### src/rtl/fpu_format_pkg.sv
// Shared IEEE-754 format constants and the output-slot state type
// used by the result packing stage.
package fpu_format_pkg;

    localparam int SP_W  = 32;
    localparam int SP_EW = 9;
    localparam int SP_SW = 23;
    localparam int DP_W  = 64;
    localparam int DP_EW = 12;
    localparam int DP_SW = 52;

    // Stored exponent fields drop the guard MSB of the incoming exponent.
    localparam logic [SP_EW-2:0] SP_EXP_ONES = '1;
    localparam logic [DP_EW-2:0] DP_EXP_ONES = '1;
    localparam logic [SP_SW-1:0] SP_SIG_ZERO = '0;
    localparam logic [DP_SW-1:0] DP_SIG_ZERO = '0;

    typedef enum logic {
        ST_EMPTY = 1'b0,
        ST_FULL  = 1'b1
    } slot_state_e;

endpackage

### src/rtl/exc_sat_counter.sv
// 8-bit saturating event counter; a same-cycle increment beats clear.
module exc_sat_counter (
    input  logic       i_clk,
    input  logic       i_rst,
    input  logic       i_inc,
    input  logic       i_clr,
    output logic [7:0] o_count
);

    logic [7:0] r_count;

    always_ff @(posedge i_clk or posedge i_rst) begin
        if (i_rst) begin
            r_count <= 8'h00;
        end else if (i_clr) begin
            r_count <= i_inc ? 8'h01 : 8'h00;
        end else if (i_inc && (r_count != 8'hFF)) begin
            r_count <= r_count + 8'h01;
        end
    end

    assign o_count = r_count;

endmodule

### src/rtl/final_result_packer.sv
// Final FPU stage: packs sign/exponent/significand with overflow and
// underflow overrides into a single-entry valid/ready output register.
module final_result_packer
    import fpu_format_pkg::*;
#(
    parameter int W  = SP_W,
    parameter int EW = SP_EW,
    parameter int SW = SP_SW
) (
    input  logic          clk,
    input  logic          rst,
    input  logic          in_valid,
    output logic          in_ready,
    input  logic          sign_i,
    input  logic [EW-1:0] exp_i,
    input  logic [SW-1:0] sig_i,
    input  logic          overflow_i,
    input  logic          underflow_i,
    output logic          out_valid,
    input  logic          out_ready,
    output logic [W-1:0]  result_o,
    output logic          ovf_sticky_o,
    output logic          unf_sticky_o,
    input  logic          clr_flags,
    output logic [7:0]    exc_count_o
);

    slot_state_e   r_state;
    logic [W-1:0]  r_result;
    logic          r_ovf_sticky;
    logic          r_unf_sticky;

    logic          w_xfer;
    logic          w_exc;
    logic [EW-2:0] w_exp_field;
    logic [SW-1:0] w_sig_field;
    logic [W-1:0]  w_packed;
    logic          w_unused_guard;

    assign out_valid = (r_state == ST_FULL);
    assign in_ready  = !out_valid || out_ready;
    assign w_xfer    = in_valid && in_ready;
    assign w_exc     = overflow_i || underflow_i;

    // Guard MSB only matters to the upstream range check.
    assign w_unused_guard = exp_i[EW-1];

    // Overflow wins when both range flags are raised.
    always_comb begin
        w_exp_field = exp_i[EW-2:0];
        w_sig_field = sig_i;
        if (overflow_i) begin
            w_exp_field = '1;
            w_sig_field = '0;
        end else if (underflow_i) begin
            w_exp_field = '0;
            w_sig_field = '0;
        end
    end

    assign w_packed = {sign_i, w_exp_field, w_sig_field};

    always_ff @(posedge clk or posedge rst) begin
        if (rst) begin
            r_state  <= ST_EMPTY;
            r_result <= '0;
        end else begin
            case (r_state)
                ST_EMPTY: begin
                    if (in_valid) begin
                        r_state  <= ST_FULL;
                        r_result <= w_packed;
                    end
                end
                ST_FULL: begin
                    if (out_ready) begin
                        if (in_valid) r_result <= w_packed;
                        else          r_state  <= ST_EMPTY;
                    end
                end
                default: r_state <= ST_EMPTY;
            endcase
        end
    end

    always_ff @(posedge clk or posedge rst) begin
        if (rst) begin
            r_ovf_sticky <= 1'b0;
            r_unf_sticky <= 1'b0;
        end else begin
            if (w_xfer && overflow_i) r_ovf_sticky <= 1'b1;
            else if (clr_flags)       r_ovf_sticky <= 1'b0;
            if (w_xfer && underflow_i) r_unf_sticky <= 1'b1;
            else if (clr_flags)        r_unf_sticky <= 1'b0;
        end
    end

    exc_sat_counter u_exc_cnt (
        .i_clk   (clk),
        .i_rst   (rst),
        .i_inc   (w_xfer && w_exc),
        .i_clr   (clr_flags),
        .o_count (exc_count_o)
    );

    assign result_o     = r_result;
    assign ovf_sticky_o = r_ovf_sticky;
    assign unf_sticky_o = r_unf_sticky;

endmodule

### config.mk
export PLATFORM = sky130hd
export DESIGN_NAME = final_result_packer
export DESIGN_NICKNAME = d
export VERILOG_FILES = /design/src/rtl/fpu_format_pkg.sv /design/src/rtl/exc_sat_counter.sv /design/src/rtl/final_result_packer.sv
export SDC_FILE = /design/constraint.sdc
export NUM_CORES = 1
export LEC_CHECK = 0
export ABC_CLOCK_PERIOD_IN_PS = 3200
export CAP_MARGIN = 40
export CORE_ASPECT_RATIO = 1.75
export CORE_MARGIN = 10
export CORE_UTILIZATION = 44
export CTS_CLUSTER_SIZE = 40
export DETAILED_ROUTE_END_ITERATION = 8
export GPL_TIMING_DRIVEN = 0
export PLACE_DENSITY = 0.84
export SYNTH_ARGS = -nofsm -noshare
export SYNTH_HDL_FRONTEND = slang
export SYNTH_SLANG_ARGS = --single-unit
### constraint.sdc
create_clock -name clk -period 3.2 [get_ports clk]
set_clock_uncertainty 0.2 [all_clocks]
set_input_delay 0.32 -clock clk [delete_from_list [all_inputs] [get_ports clk]]
set_output_delay 0.32 -clock clk [all_outputs]
set_load 0.005 [all_outputs]
==> metrics.md <==
| Metric | Value |
|---|---|
| Synth area leader | `dfrtp_1` |
| Syn-to-layout area delta | `53.2%` |
| Multi-input gate area | `704 um2` |
| Mapped Nets | `236` |
| Post-synthesis cell count | `195` |
| Status | `finished clean` |
| Max Slew Vio Count | `0` |
| PwrDens | `426 mW/mm2` |
| Sink Count | `43` |
| Peak supply drop | `0.000398 V` |
| Die Area | `0.00732 mm2` |
| Flops & latches, synth | `43` |
| Rel. slew slack | `67.2%` |
| Max Clock Freq | `0.461 GHz` |
| FF-to-FF Start | `u_exc_cnt.o_count[0]` |
| R2r setup slk | `1.03 ns` |
| Pre-Repair DR Iteration Count | `4` |
| Die Ht | `106 um` |
| Vias in the first global route | `1884` |
| # IOs | `84` |
| Total wire length | `5630 um` |
| Worst Path Arrival | `2.15 ns` |
| Root buffer cell | `clkbuf_8` |
| Post-CTS sizing | `0` |
| CP Capture Type | `flop` |
| Largest net degree at the start of global routing | `24` |
| Chip Width | `69.1 um` |
| Synth Warn # | `0` |
| Async set-reset flop share out of synthesis | `100%` |
| Input/output buffers | `81` |
| Unique cell type count in the Yosys netlist | `30` |
| Ys flop type | `dfrtp_1` |
| CTS Buf Count | `5` |
| Ant diodes | `0` |
| Cell Area, Placed | `0.00276 mm2` |
| Pleak | `1.20 nW` |
| RSZ-0062 raised after global routing | `no` |
| Post-route DRC | `0` |
| CTS H-tree lvls | `2` |
| Number of fill cells | `343` |
| Setup bufs post-CTS | `0` |
| Reg2Reg Depth | `6` |
| Max-cap check violation count | `0` |
| Starting density of the core | `45.1%` |
| Final setup viols | `0` |
| Clock latency on the worst-skew pair | `0.30 ns` |
| Final hold vios | `0` |
| FP Rows | `31` |
| Global-route wire length before repair | `9400 um` |
| WL/cell | `16.9 um` |
| Vias per cell | `5.21` |
| Fin crit share | `67.8%` |
| Share of layout cells above drive strength 1 | `7.75%` |
| CTS tree | `built` |
| Number of synthesized flops with an enable pin | `0` |
| Most frequent cell after synthesis | `nand2_1` |
| Initial antenna violation count | `0` |
| HP Class | `input pin to async pin` |
| Global-route usage over all layers | `15.5%` |
| Commonest cells post-synth | `56 x nand2_1, 43 x dfrtp_1, 32 x o21ai_0` |
| Drt initial violations | `82` |
| Setup TNS | `0 ns` |
| CORE AREA | `0.00411 mm2` |
| Crit path kind | `flop to flop` |
| Reg2reg end | `u_exc_cnt.o_count[2]` |
| Via count | `1736` |
| CP max FO | `10` |
| CP Launch Type | `flop` |
| Cell Area, Synth | `0.00186 mm2` |
| Final Critical Period | `2.17 ns` |
| Sequential fraction of the synthesis area | `58.0%` |
| Antenna viol nets, final | `0` |
| Reg area | `0.00108 mm2` |
| Worst-margin pin slew | `0.491 ns` |
| Synth top area cells | `dfrtp_1 58%, nand2_1 11%, o21ai_0 8.6%, a21oi_1 3.2%, mux2_2 1.8%` |
| Worst EP required | `3.18 ns` |
| Cts hold-fix bufs | `0` |
| Post-DP HPWL | `4330 um` |
| Mean Syn Cell Area | `9.52 um2` |
| Final instance area | `0.00284 mm2` |
| WHS | `0.171 ns` |
| Clock slew at reported path FFs | `0.08 ns` |
| Final RePlAce weighted congestion | `0.802` |
| Fin nets | `325` |
| Max Buffers Root-to-Sink | `2` |
| GRT overflow | `0` |
| Yosys top cell area share | `58.0%` |
## cell type report
| type | count | area share [%] |
|---|---|---|
| Clock buffer | 6 | 2.90 |
| Sequential cell | 43 | 37.9 |
| Buffer | 13 | 2.24 |
| Multi-Input combinational cell | 136 | 24.8 |
| Clock inverter | 1 | 0.176 |
| Timing Repair Buffer | 82 | 29.5 |
| Inverter | 3 | 0.396 |
| Tap cell | 49 | 2.16 |
## worst max-delay path by stage
stage	depth (start not counted)	startpoint	endpoint	slack, ns
2_1_floorplan	6	u_exc_cnt.o_count[0]	u_exc_cnt.o_count[2]	1.29
3_3_place_gp	2	rst	result_o[22]	0.78
3_5_place_dp	6	overflow_i	u_exc_cnt.o_count[4]	0.86
4_1_cts	6	u_exc_cnt.o_count[0]	u_exc_cnt.o_count[2]	1.04
5_1_grt	6	u_exc_cnt.o_count[0]	u_exc_cnt.o_count[2]	0.97
6_report	6	u_exc_cnt.o_count[0]	u_exc_cnt.o_count[2]	1.03
## worst max-delay path: stages (launching register included)
cell	delay [ns]
dfrtp_1	0.45
ha_1	0.27
nand4_1	0.11
nor2_1	0.05
buf_2	0.16
nor4b_1	0.42
mux2_2	0.39
## report_power, final
group / internal (mW) / switching [mW]
sequential: 0.587 / 0.0257
combinational: 0.147 / 0.101
clock: 0.169 / 0.182
total: 0.903 / 0.309
## placed cells by master (no fill, tap or decap), drive strengths merged
| cell type | netlist | layout |
|---|---|---|
| a21oi | 12 | 12 |
| o41ai | 2 | 2 |
| nor4b | 1 | 1 |
| o211a | 1 | 1 |
| nor2 | 4 | 4 |
| dfrtp | 43 | 43 |
| clkdlybuf4s50 | 0 | 81 |
| o31ai | 2 | 2 |
| inv | 2 | 2 |
| a32o | 1 | 1 |
| nand4 | 2 | 2 |
| o2bb2ai | 1 | 1 |
| clkinv | 1 | 2 |
| nor4 | 1 | 1 |
| o21ai | 32 | 32 |
| or3 | 1 | 1 |
| nor2b | 2 | 2 |
| nand3 | 3 | 3 |
| ha | 1 | 1 |
| buf | 8 | 9 |
| mux2 | 3 | 3 |
| or4b | 1 | 1 |
| nand2 | 57 | 57 |
| nand2b | 2 | 2 |
| or4 | 3 | 3 |
| o311ai | 3 | 3 |
| clkbuf | 5 | 11 |
| and3 | 1 | 1 |
## sequential cells by signal, summed over array words and instances (netlist names)
| register | count |
|---|---|
| unf_sticky_o | 1 |
| ovf_sticky_o | 1 |
| out_valid | 1 |
| result_o | 32 |
| u_exc_cnt.o_count | 8 |
## stage by stage
step,setup slack (ns),utilization (%),power [mW],std cells
after floorplan,1.29,-,0.700,195
after CTS,1.04,69.1,1.23,333
after global placement,0.776,66.3,0.864,325
after global routing,0.969,69.1,1.27,333
final,1.03,69.1,1.21,333
after detailed placement,0.861,67.0,0.876,326
## per-layer routing
metal | routed length (um) | global-route usage [%] | up-vias
li1 | - | - | 846
met1 | 2160 | 16.5 | 810
met2 | 3010 | 27.6 | 67
met3 | 327 | 4.47 | 13
met4 | 129 | 6.94 | 0
met5 | 0 | 0 | -
## cells by family (layout without fill, tap and decap cells)
kind of cell               after synthesis  after routing  synth area share [%]
and+or+nand+nor                         78             78                  18.9
AOI/OAI and AO/OA                       54             54                  16.6
DFF                                     43             43                  58.0
buffers and inverters                   16            105                  4.05
muxes                                    3              3                  1.82
adders and majority gates                1              1                 0.674
(Power assumes the default switching activity.)
